--- src/rtl/vram_port_arbiter.sv ---
// Single-port VRAM arbiter: display reads take priority and may lock the RAM for a row burst.
// The paint writer uses idle cycles. Optional fairness slot: define VRAM_ARB_STARVE_GUARD_EN.
module vram_port_arbiter #(
    parameter int ADDR_WIDTH   = 11,
    parameter int DATA_WIDTH   = 24,
    parameter int STARVE_LIMIT = 16
) (
    input  logic                  clk,
    input  logic                  rst,
    input  logic                  in_DISP_REQ,
    input  logic                  in_DISP_LOCK,
    input  logic [ADDR_WIDTH-1:0] in_DISP_ADDR,
    output logic                  out_DISP_GNT,
    output logic                  out_DISP_RVALID,
    output logic [DATA_WIDTH-1:0] out_DISP_RDATA,
    input  logic                  in_WR_REQ,
    input  logic [ADDR_WIDTH-1:0] in_WR_ADDR,
    input  logic [DATA_WIDTH-1:0] in_WR_DATA,
    output logic                  out_WR_GNT,
    output logic                  out_MEM_EN,
    output logic                  out_MEM_WE,
    output logic [ADDR_WIDTH-1:0] out_MEM_ADDR,
    output logic [DATA_WIDTH-1:0] out_MEM_WDATA,
    input  logic [DATA_WIDTH-1:0] in_MEM_RDATA
);

    typedef enum logic [1:0] {
        ARB,
        DISP_LOCKED,
        SLOT_WR
    } state_t;

    state_t state;
    logic   disp_gnt;
    logic   wr_gnt;
    logic   rd_pipe;
    logic   slot_due;

    assign disp_gnt = in_DISP_REQ && (state != SLOT_WR);
    assign wr_gnt   = in_WR_REQ && (((state == ARB) && !in_DISP_REQ && !in_DISP_LOCK)
                                    || (state == SLOT_WR));

    assign out_DISP_GNT   = disp_gnt;
    assign out_WR_GNT     = wr_gnt;
    assign out_DISP_RDATA = in_MEM_RDATA;

`ifdef VRAM_ARB_STARVE_GUARD_EN
    localparam int CNT_W = (STARVE_LIMIT > 1) ? $clog2(STARVE_LIMIT) : 1;
    localparam logic [CNT_W-1:0] STARVE_MAX = CNT_W'(STARVE_LIMIT - 1);

    logic [CNT_W-1:0] starve_cnt;

    // Writer blocked by a lock for STARVE_LIMIT cycles gets one stolen slot.
    assign slot_due = (state == DISP_LOCKED) && in_WR_REQ && (starve_cnt == STARVE_MAX);

    always_ff @(posedge clk) begin
        if (rst) begin
            starve_cnt <= '0;
        end else if ((state != DISP_LOCKED) || !in_WR_REQ || wr_gnt || slot_due) begin
            starve_cnt <= '0;
        end else begin
            starve_cnt <= starve_cnt + 1'b1;
        end
    end
`else
    logic unused_starve_cfg;

    assign slot_due          = 1'b0;
    assign unused_starve_cfg = (STARVE_LIMIT > 0);
`endif

    always_ff @(posedge clk) begin
        if (rst) begin
            state <= ARB;
        end else begin
            case (state)
                ARB:         if (in_DISP_LOCK) state <= DISP_LOCKED;
                DISP_LOCKED: begin
                    if (slot_due) begin
                        state <= SLOT_WR;
                    end else if (!in_DISP_LOCK) begin
                        state <= ARB;
                    end
                end
                SLOT_WR:     state <= in_DISP_LOCK ? DISP_LOCKED : ARB;
                default:     state <= ARB;
            endcase
        end
    end

    // Address and write data hold their last value on idle cycles; only EN/WE drop.
    always_ff @(posedge clk) begin
        if (rst) begin
            out_MEM_EN      <= 1'b0;
            out_MEM_WE      <= 1'b0;
            out_MEM_ADDR    <= '0;
            out_MEM_WDATA   <= '0;
            rd_pipe         <= 1'b0;
            out_DISP_RVALID <= 1'b0;
        end else begin
            out_MEM_EN <= disp_gnt || wr_gnt;
            out_MEM_WE <= wr_gnt;
            if (disp_gnt) begin
                out_MEM_ADDR <= in_DISP_ADDR;
            end else if (wr_gnt) begin
                out_MEM_ADDR  <= in_WR_ADDR;
                out_MEM_WDATA <= in_WR_DATA;
            end
            rd_pipe         <= disp_gnt;
            out_DISP_RVALID <= rd_pipe;
        end
    end

endmodule

--- config.mk ---
export PLATFORM = sky130hd
export DESIGN_NAME = vram_port_arbiter
export DESIGN_NICKNAME = d
export VERILOG_FILES = /design/src/rtl/vram_port_arbiter.sv
export SDC_FILE = /design/constraint.sdc
export NUM_CORES = 1
export LEC_CHECK = 0
export ABC_AREA = 1
export CORE_MARGIN = 2
export CORE_UTILIZATION = 29
export DETAILED_ROUTE_END_ITERATION = 6
export GPL_ROUTABILITY_DRIVEN = 0
export PLACE_DENSITY_LB_ADDON = 0.15
export SYNTH_ARGS = -nofsm -noshare
export SYNTH_HDL_FRONTEND = slang
export SYNTH_SLANG_ARGS = --single-unit
--- constraint.sdc ---
create_clock -name clk -period 0.9 [get_ports clk]
set_input_delay 0.18 -clock clk [delete_from_list [all_inputs] [get_ports clk]]
set_output_delay 0.18 -clock clk [all_outputs]
set_load 0.02 [all_outputs]
==> reports/results.tsv <==
metric	value	unit
max_freq	863	MHz
synth_top_cell_area_share	0.467	
seq_area_frac_synth	0.467	
grt_pass1_wl	6870	µm
powerDensity	1270	nW/µm²
finalPower	3.89	mW
syn2layout_area_growth	78.3	%
multi_input_area	734	µm²
syn_nets	306	
path_buf_inv	2	
endpoint_kind	primary output	
hold_violations	0	
finClkSkew	0.00199	ns
clk_pin_slew_worst_paths	0.07	ns
cts_tree	yes	
critical_path.max_fanout	3	
htreeDepth	2	
worstSetupPathType	reg2out	
die_h	80.9	µm
period_minus_slack	1.16	ns
grt_pass1_vias	1465	
holdWs	0.250	ns
ys_warn_count	0	
relSlewSlack	0.864	
port_buffers	90	
first_iter_violations	34	
cp.arrival	0.98	ns
synth_top_area_cell	dfxtp_1	
drive_above_1_share	0.459	
slew_viol_final	0	
clk_latency	0.28	ns
clockRootBuffer	clkbuf_8	
crit_required	0.72	ns
avgSynthCellArea	7.43	µm²
cp_cell_sequence	nor2_2 -> nand2_2 -> inv_2 -> buf_6	
drcViolationCount	0	
grt.met3_usage	0.0500	
setup_violations	76	
violations	negative setup slack	
cp-start-kind	flop	
synth_area_leaders	dfxtp_1 (47%), nand2_1 (20%), buf_4 (12%)	
vias_per_cell	4.25	
diodes	0	
pin_count	139	
use_met2	0.225	
p_leak	1.29	nW
die_w	80.9	µm
busiest_layer	met2	
r2r_slack	-0.25	ns
rsz0062_at_grt	true	
clock_path_buffers	2	
wl	4640	µm
hold_path.class	in2reg	
fin_crit_sh	1.29	
pre_cts_slack	-0.882	ns
grt_overflow	0	
cts.sinks	40	
syn_inst	231	
n_fill_cell	574	
antenna_found_initial	0	
status	finished with violations	
maxCapViolations	0	
use_met1	0.169	
firstDrtPassIters	4	
nNetsFinal	393	
dpl.hpwl	2900	µm
track_usage	0.140	
drtAntennaViolNets	0	
vias	1671	
layout_setup_ws	-0.258	ns
cts_buffers	5	
slowest_delay	0.33	ns
initial_core_util	0.295	
ctsHoldBuffers	0	
tightest_slew	0.204	ns
syn_area	1720	µm²
yosys_register_bits	40	
vdd_drop_max	529	µV
critPathTopFamily	flip-flops	
grt_max_degree	41	
wl_per_cell	11.8	µm
critPathSlowestCell	dfxtp_2	
seq_area	850	µm²
die_area	6550	µm²
core	5820	µm²
synth_cell_types	12	
rows	28	
-- Yosys cell counts --
cell,instances
a21oi_1,36
buf_2,4
buf_4,27
buf_6,4
clkbuf_1,4
dfxtp_1,40
inv_1,4
inv_2,1
nand2_1,93
nand2_2,1
nand3_1,11
nor2_1,6
-- final cells by class --
| cell class | count | area share |
|---|---|---|
| Multi-Input combinational cell | 147 | 0.240 |
| Tap cell | 75 | 0.0307 |
| Timing Repair Buffer | 119 | 0.419 |
| Clock buffer | 6 | 0.0237 |
| Clock inverter | 1 | 0.00164 |
| Sequential cell | 40 | 0.278 |
| Inverter | 5 | 0.00695 |
-- cells in the final DEF (no fill, tap or decap) --
cell type        Yosys  final
buf_2                4      1
dlygate4sd2_1        0      3
inv_4                0      1
clkdlybuf4s50_1      0     46
dfxtp_2              0     39
dfxtp_1             40      1
clkbuf_1             4      1
nand2_4              0      1
a21oi_1             36     26
clkbuf_16            0      1
clkbuf_8             0      5
clkinv_2             0      1
inv_2                1      1
nand3_1             11      3
nand2_1             93     84
nand2_2              1      8
inv_1                4      3
buf_6                4     44
nor2_1               6      5
buf_12               0      4
nor2_2               0      1
a21oi_2              0     10
buf_16               0      2
buf_4               27     18
nand2_8              0      1
nand3_2              0      8
-- power by group --
| group | total (mW) | switching (mW) | internal, mW |
|---|---|---|---|
| Sequential | 1.91 | 0.0498 | 1.86 |
| Combinational | 0.885 | 0.368 | 0.517 |
| Clock | 1.10 | 0.573 | 0.527 |
| Total | 3.89 | 0.991 | 2.90 |
-- tightest hold or removal path: stages --
cell and delay [ns]:
dlygate4sd2_1 0.24, inv_1 0.05, nor2_1 0.04
-- per-layer routing --
layer | up-vias | routed length (µm)
met3 | 7 | 463
met5 | - | 0
met2 | 66 | 2100
met1 | 723 | 2010
li1 | 875 | -
met4 | 0 | 67
-- sequential cells by signal (all words and copies together), names as in the netlist --
name             flops
out_DISP_RVALID      1
out_MEM_ADDR        11
out_MEM_EN           1
out_MEM_WDATA       24
out_MEM_WE           1
rd_pipe              1
state                1
-- metrics by stage --
step,instance area (µm²),util,cells,setup TNS [ns]
final,3060,0.526,393,-7.87
after floorplan,1740,-,231,-1.31
after detailed placement,2600,0.448,375,-33.74
after global placement,2600,0.448,375,-33.22
after CTS,2940,0.506,389,-10.38
after global routing,3060,0.526,393,-12.63
-- timing repair --
item,in CTS,in global routing
buffers inserted,5,4
gates cloned,2,1
endpoints found under the setup margin,78,76
gates resized for setup,303,21
pin swaps,8,5
-- cell families after synthesis --
group                  synth area share
AO/OA/AOI/OAI                     0.105
buffers and inverters             0.176
flip-flops                        0.467
AND/OR/NAND/NOR                   0.252
-- worst paths after layout --
path | start | endpoint | cells after the start
worst max-delay path | state[0]$_SDFFE_PP0P_ | out_WR_GNT | 4
worst min-delay path | in_DISP_LOCK | state[0]$_SDFFE_PP0P_ | 3
worst max register to register | state[0]$_SDFFE_PP0P_ | out_MEM_ADDR[2]$_SDFFE_PP0P_ | 8
worst min register to register | rd_pipe$_SDFF_PP0_ | out_DISP_RVALID$_SDFF_PP0_ | 2
(Power assumes the default switching activity.)
